## src/rtl/seq_mul_pkg.sv

```systemverilog
// rtl/seq_mul_pkg.sv - shared state encoding and default operand width for seq_mul
package seq_mul_pkg;

  localparam int DEFAULT_WIDTH = 16;

  typedef enum logic [1:0] {
    IDLE = 2'd0,
    RUN  = 2'd1,
    DONE = 2'd2
  } state_t;

endpackage

```

## src/rtl/seq_mul_addrow.sv

```systemverilog
// rtl/seq_mul_addrow.sv - one conditional-add row of the shift-add multiplier
module seq_mul_addrow #(
  parameter int N = 17
) (
  input  logic [N-1:0] a,
  input  logic [N-1:0] b,
  output logic [N-1:0] sum,
  output logic         cout
);

  assign {cout, sum} = {1'b0, a} + {1'b0, b};

endmodule

```

## src/rtl/seq_mul.sv

```systemverilog
// rtl/seq_mul.sv - sequential shift-add multiplier, WIDTH cycles per product,
// signed mode via magnitude multiply and final conditional negate
module seq_mul
  import seq_mul_pkg::*;
#(
  parameter int WIDTH = DEFAULT_WIDTH
) (
  input  logic                 Clock,
  input  logic                 Reset_n,
  input  logic                 iStart,
  input  logic                 iSigned,
  input  logic [WIDTH-1:0]     iA,
  input  logic [WIDTH-1:0]     iB,
  output logic                 oBusy,
  output logic                 oDone,
  output logic [2*WIDTH-1:0]   oResult
);

  localparam int             CW   = $clog2(WIDTH) + 1;
  localparam logic [CW-1:0]  LAST = CW'(WIDTH - 1);

  state_t             state, state_nxt;
  logic [CW-1:0]      cnt;
  logic [WIDTH-1:0]   mcand;
  logic [WIDTH-1:0]   lo;
  logic [WIDTH:0]     hi;
  logic               neg;

  logic               a_neg, b_neg;
  logic [WIDTH-1:0]   mag_a, mag_b;
  logic [WIDTH:0]     addend, sum;
  logic               cout;
  logic [WIDTH-1:0]   lo_nxt;
  logic [2*WIDTH-1:0] prod;

  // -2^(WIDTH-1) negates to itself, which read unsigned is the correct magnitude
  assign a_neg = iSigned & iA[WIDTH-1];
  assign b_neg = iSigned & iB[WIDTH-1];
  assign mag_a = a_neg ? -iA : iA;
  assign mag_b = b_neg ? -iB : iB;

  assign addend = lo[0] ? {1'b0, mcand} : '0;

  seq_mul_addrow #(.N(WIDTH + 1)) u_addrow (
    .a    (hi),
    .b    (addend),
    .sum  (sum),
    .cout (cout)
  );

  // Product register is {hi, lo}; each step adds into hi then shifts right by one
  assign lo_nxt = {sum[0], lo[WIDTH-1:1]};
  assign prod   = {sum[WIDTH:1], lo_nxt};

  always_comb begin
    state_nxt = state;
    case (state)
      IDLE:    if (iStart) state_nxt = RUN;
      RUN:     if (cnt == LAST) state_nxt = DONE;
      DONE:    state_nxt = IDLE;
      default: state_nxt = IDLE;
    endcase
  end

  always_ff @(posedge Clock or negedge Reset_n) begin
    if (!Reset_n) begin
      state   <= IDLE;
      cnt     <= '0;
      mcand   <= '0;
      lo      <= '0;
      hi      <= '0;
      neg     <= 1'b0;
      oResult <= '0;
    end else begin
      state <= state_nxt;
      case (state)
        IDLE: begin
          if (iStart) begin
            mcand <= mag_a;
            lo    <= mag_b;
            hi    <= '0;
            cnt   <= '0;
            neg   <= a_neg ^ b_neg;
          end
        end
        RUN: begin
          hi  <= {cout, sum[WIDTH:1]};
          lo  <= lo_nxt;
          cnt <= cnt + CW'(1);
          if (cnt == LAST) oResult <= neg ? -prod : prod;
        end
        default: ;
      endcase
    end
  end

  assign oBusy = (state != IDLE);
  assign oDone = (state == DONE);

endmodule

```

## config.mk

```make
export PLATFORM = sky130hd
export DESIGN_NAME = seq_mul
export DESIGN_NICKNAME = d
export VERILOG_FILES = /design/src/rtl/seq_mul_pkg.sv /design/src/rtl/seq_mul_addrow.sv /design/src/rtl/seq_mul.sv
export SDC_FILE = /design/constraint.sdc
export NUM_CORES = 1
export LEC_CHECK = 0
export CORE_MARGIN = 2
export CORE_UTILIZATION = 36
export CTS_BUF_LIST = sky130_fd_sc_hd__clkbuf_4 sky130_fd_sc_hd__clkbuf_8 sky130_fd_sc_hd__clkbuf_16
export CTS_CLUSTER_DIAMETER = 60
export CTS_CLUSTER_SIZE = 10
export DETAILED_ROUTE_END_ITERATION = 6
export GPL_ROUTABILITY_DRIVEN = 0
export REMOVE_ABC_BUFFERS = 1
export SYNTH_ARGS = -nofsm -noshare
export SYNTH_HDL_FRONTEND = slang
export SYNTH_SLANG_ARGS = --single-unit
```

## constraint.sdc

```tcl
create_clock -name Clock -period 3.8 [get_ports Clock]
set_input_delay 0.38 -clock Clock [delete_from_list [all_inputs] [get_ports Clock]]
set_output_delay 0.38 -clock Clock [all_outputs]
set_load 0.02 [all_outputs]
```

==> impl_results.md <==
* Post-DP HPWL at 10150 um
* Seq/Total Area, Yosys at 0.4031
* Detailed-route DRC error count at 0
* Final ANT Viol Nets at 0
* Die area at 16350 um2
* CP Data Required Time at 4.02 ns
* CTS Buf Count at 9
* Async SR Flop Fraction at 1.000
* Worst Setup End Kind: flop
* Worst Skew at 0.005966 ns
* Critical-path maximum fanout at 6
* Port Buffers at 69
* Tot Pwr at 5.865 mW
* CTS tree: built
* Clock Latency Late Sink at 0.35 ns
* DRT Pass-1 Iters at 5
* Initial core utilization at 0.3662
* Setup repair bufs after CTS at 0
* Die Span X at 127.9 um
* Avg Inst Size Synth at 8.688 um2
* Post-synthesis instance area at 5525 um2
* Leak Pwr at 2.907 nW
* Distinct cells, synth at 53
* Post-Place Cell Area at 6409 um2
* Vias in the first global route at 4773
* Reg2Reg Capture Point: oResult[31]
* Peak VDD IR at 344.6 uV
* Hold crit path type: input pin to asynchronous set/reset pin
* Status: finished, final reports clean
* Drt wl/cell at 15.45 um
* Slew Limit Fails at 0
* Ratio of cells with drive above 1 in the final layout at 0.06295
* First-pass GRT wire length at 23350 um
* EDFF count, synth at 0
* Hold buffers post-CTS at 0
* CP delay by family, top: simple AND/OR/NAND/NOR gates
* R2R Path Start: mcand[0]
* Largest net degree at the start of global routing at 70
* Total number of vias at 4705
* CP max stage delay at 0.62 ns
* Post-route clock period utilization at 0.9270
* Post-Route WL at 13700 um
* Worst path buffer plus inverter count at 1
* Final non-filler cell total at 887
* I/O pin count at 70
* Worst-path clk slew at 0.06 ns
* Dpl cells at 871
* Critical path class: flop to flop
* CTS HTree Levels at 3
* WHS at 0.1417 ns
* Starting DRT DRC Count at 226
* Period minus WS final at 3.522 ns
* FF+latch count, synth at 89
* GR Util All Layers at 0.1787
* Final Cell Area at 6726 um2
* Sum of negative setup slack at 0 ns
* Final nets at 752
* Fillcell total at 1487
* Crit start category: flop
* ANT cells at 0
* Slowest stage cell, crit path: or4_4
* Final setup viols at 0
* GRT overflow at 0
* Max-cap viol count at 0
* Post_cts resized at 0
* DR vias/cell at 5.304
* Longest Clk Path Bufs at 2
* Ys flop type: dfrtp_1
* Area growth syn-to-layout at 21.74%
* Reg2reg path depth at 12
* Pwr/cell area at 872.0 nW/um2
* Max Fclk at 283.9 MHz
* Die Y at 127.9 um
* Hold Violations, Final at 0
* CP cell instances: and2_1 -> ha_1 -> inv_1 -> fa_1 -> nor2b_1 -> o31a_1 -> a21oi_1 -> or3_1 -> or4_4 -> nor4_2 -> mux2i_1 -> nand2_1
* CORE AREA at 15090 um2
* Max-slew headroom at 0.2959
* Clk sink count at 89
* # rows at 45
* RSZ-0062 raised after global routing: false
* Clk root buf: clkbuf_16
* R2R Setup Slk at 0.28 ns
* Worst slew pin tran at 1.056 ns
* YS warnings at 0
* Critical Path AT at 3.75 ns
* Mapped Cells at 636
* Initial antenna violation count at 0
-- state kept, by name (all words and copies together) (netlist names) --
register  flops
cnt           5
hi           17
lo           16
mcand        16
neg           1
oResult      32
state         2
-- metrics by stage --
step,utilization,worst slack [ns]
after global placement,0.4247,0.3887
after floorplan,-,0.4284
after global routing,0.4458,0.06049
after CTS,0.4447,0.2791
after detailed placement,0.4247,0.3088
final,0.4458,0.2776
-- how the worst max path moves through the flow --
stage,startpoint,endpoint,cells after the start
4_1_cts,lo[0],oResult[31],13
5_1_grt,mcand[0],oResult[29],12
2_1_floorplan,lo[0],oResult[25],13
3_3_place_gp,mcand[0],oResult[31],12
6_report,mcand[0],oResult[31],12
3_5_place_dp,lo[0],oResult[31],13
-- layer usage --
layer,global-route usage,up-vias,share of wire
li1,-,2357,-
met4,0.06852,0,0.015
met1,0.2279,2228,0.44
met3,0.03381,14,0.050
met2,0.3010,106,0.49
met5,0,-,0
-- cells in the final DEF, fill, tap and decap left out, types with 17 or more instances in the layout --
cell type	count
ha_1	21
nand3_1	26
xnor2_1	26
and2_1	18
o21ai_0	85
nand2_1	95
dfrtp_1	89
clkdlybuf4s50_1	68
inv_1	17
xor2_1	39
nor2_1	33
-- final cells by class --
class / count / area [um2] / area share
Multi-Input combinational cell: 498 / 3136 / 0.4661
Sequential cell: 89 / 2227 / 0.3311
Timing Repair Buffer: 79 / 763.2 / 0.1135
Clock buffer: 13 / 261.5 / 0.03888
Tap cell: 188 / 235.2 / 0.03497
Inverter: 17 / 63.81 / 0.009487
Clock inverter: 3 / 40.04 / 0.005952
-- cells by family (layout without fill, tap and decap cells) --
logic type               after synthesis  in the layout  synth area share
XOR/XNOR                              65             65            0.1030
AO/OA/AOI/OAI                        173            173            0.1891
AND/OR/NAND/NOR                      233            233            0.2113
buffers and inverters                 49            112           0.03329
adder cells (fa/ha/maj)               22             22           0.05118
multiplexers                           5              5          0.009058
flip-flops                            89             89            0.4031
-- power breakdown --
part / internal (mW) / leakage, nW / switching [mW]
registers: 1.37 / 1.08 / 0.343
clock network: 0.547 / 0.154 / 0.354
logic: 1.36 / 1.67 / 1.89
total: 3.28 / 2.91 / 2.59
-- synth_stat cells, drive strengths merged (2+ instances only) --
cell,count,area share
nand2,96,0.065
o21ai,94,0.086
dfrtp,89,0.40
xor2,39,0.062
nor2,33,0.022
clkbuf,30,0.020
nand3,26,0.024
xnor2,26,0.041
ha,21,0.048
and2,18,0.020
a21oi,17,0.015
inv,17,0.012
a22oi,16,0.022
o31ai,14,0.019
nand2b,9,0.010
or3,8,0.011
or4,8,0.014
nor2b,7,0.0079
nor3,7,0.0063
mux2i,5,0.0091
nor4,5,0.0095
a21o,4,0.0054
a31oi,4,0.0045
and3,4,0.0045
a311oi,3,0.0048
o21a,3,0.0041
o41ai,3,0.0048
a211o,2,0.0032
a211oi,2,0.0027
and4b,2,0.0036
buf,2,0.0014
nand3b,2,0.0027
nand4,2,0.0023
nor3b,2,0.0027
o22ai,2,0.0023
o31a,2,0.0032
or2,2,0.0023
Power figures use the tool's default switching activity.
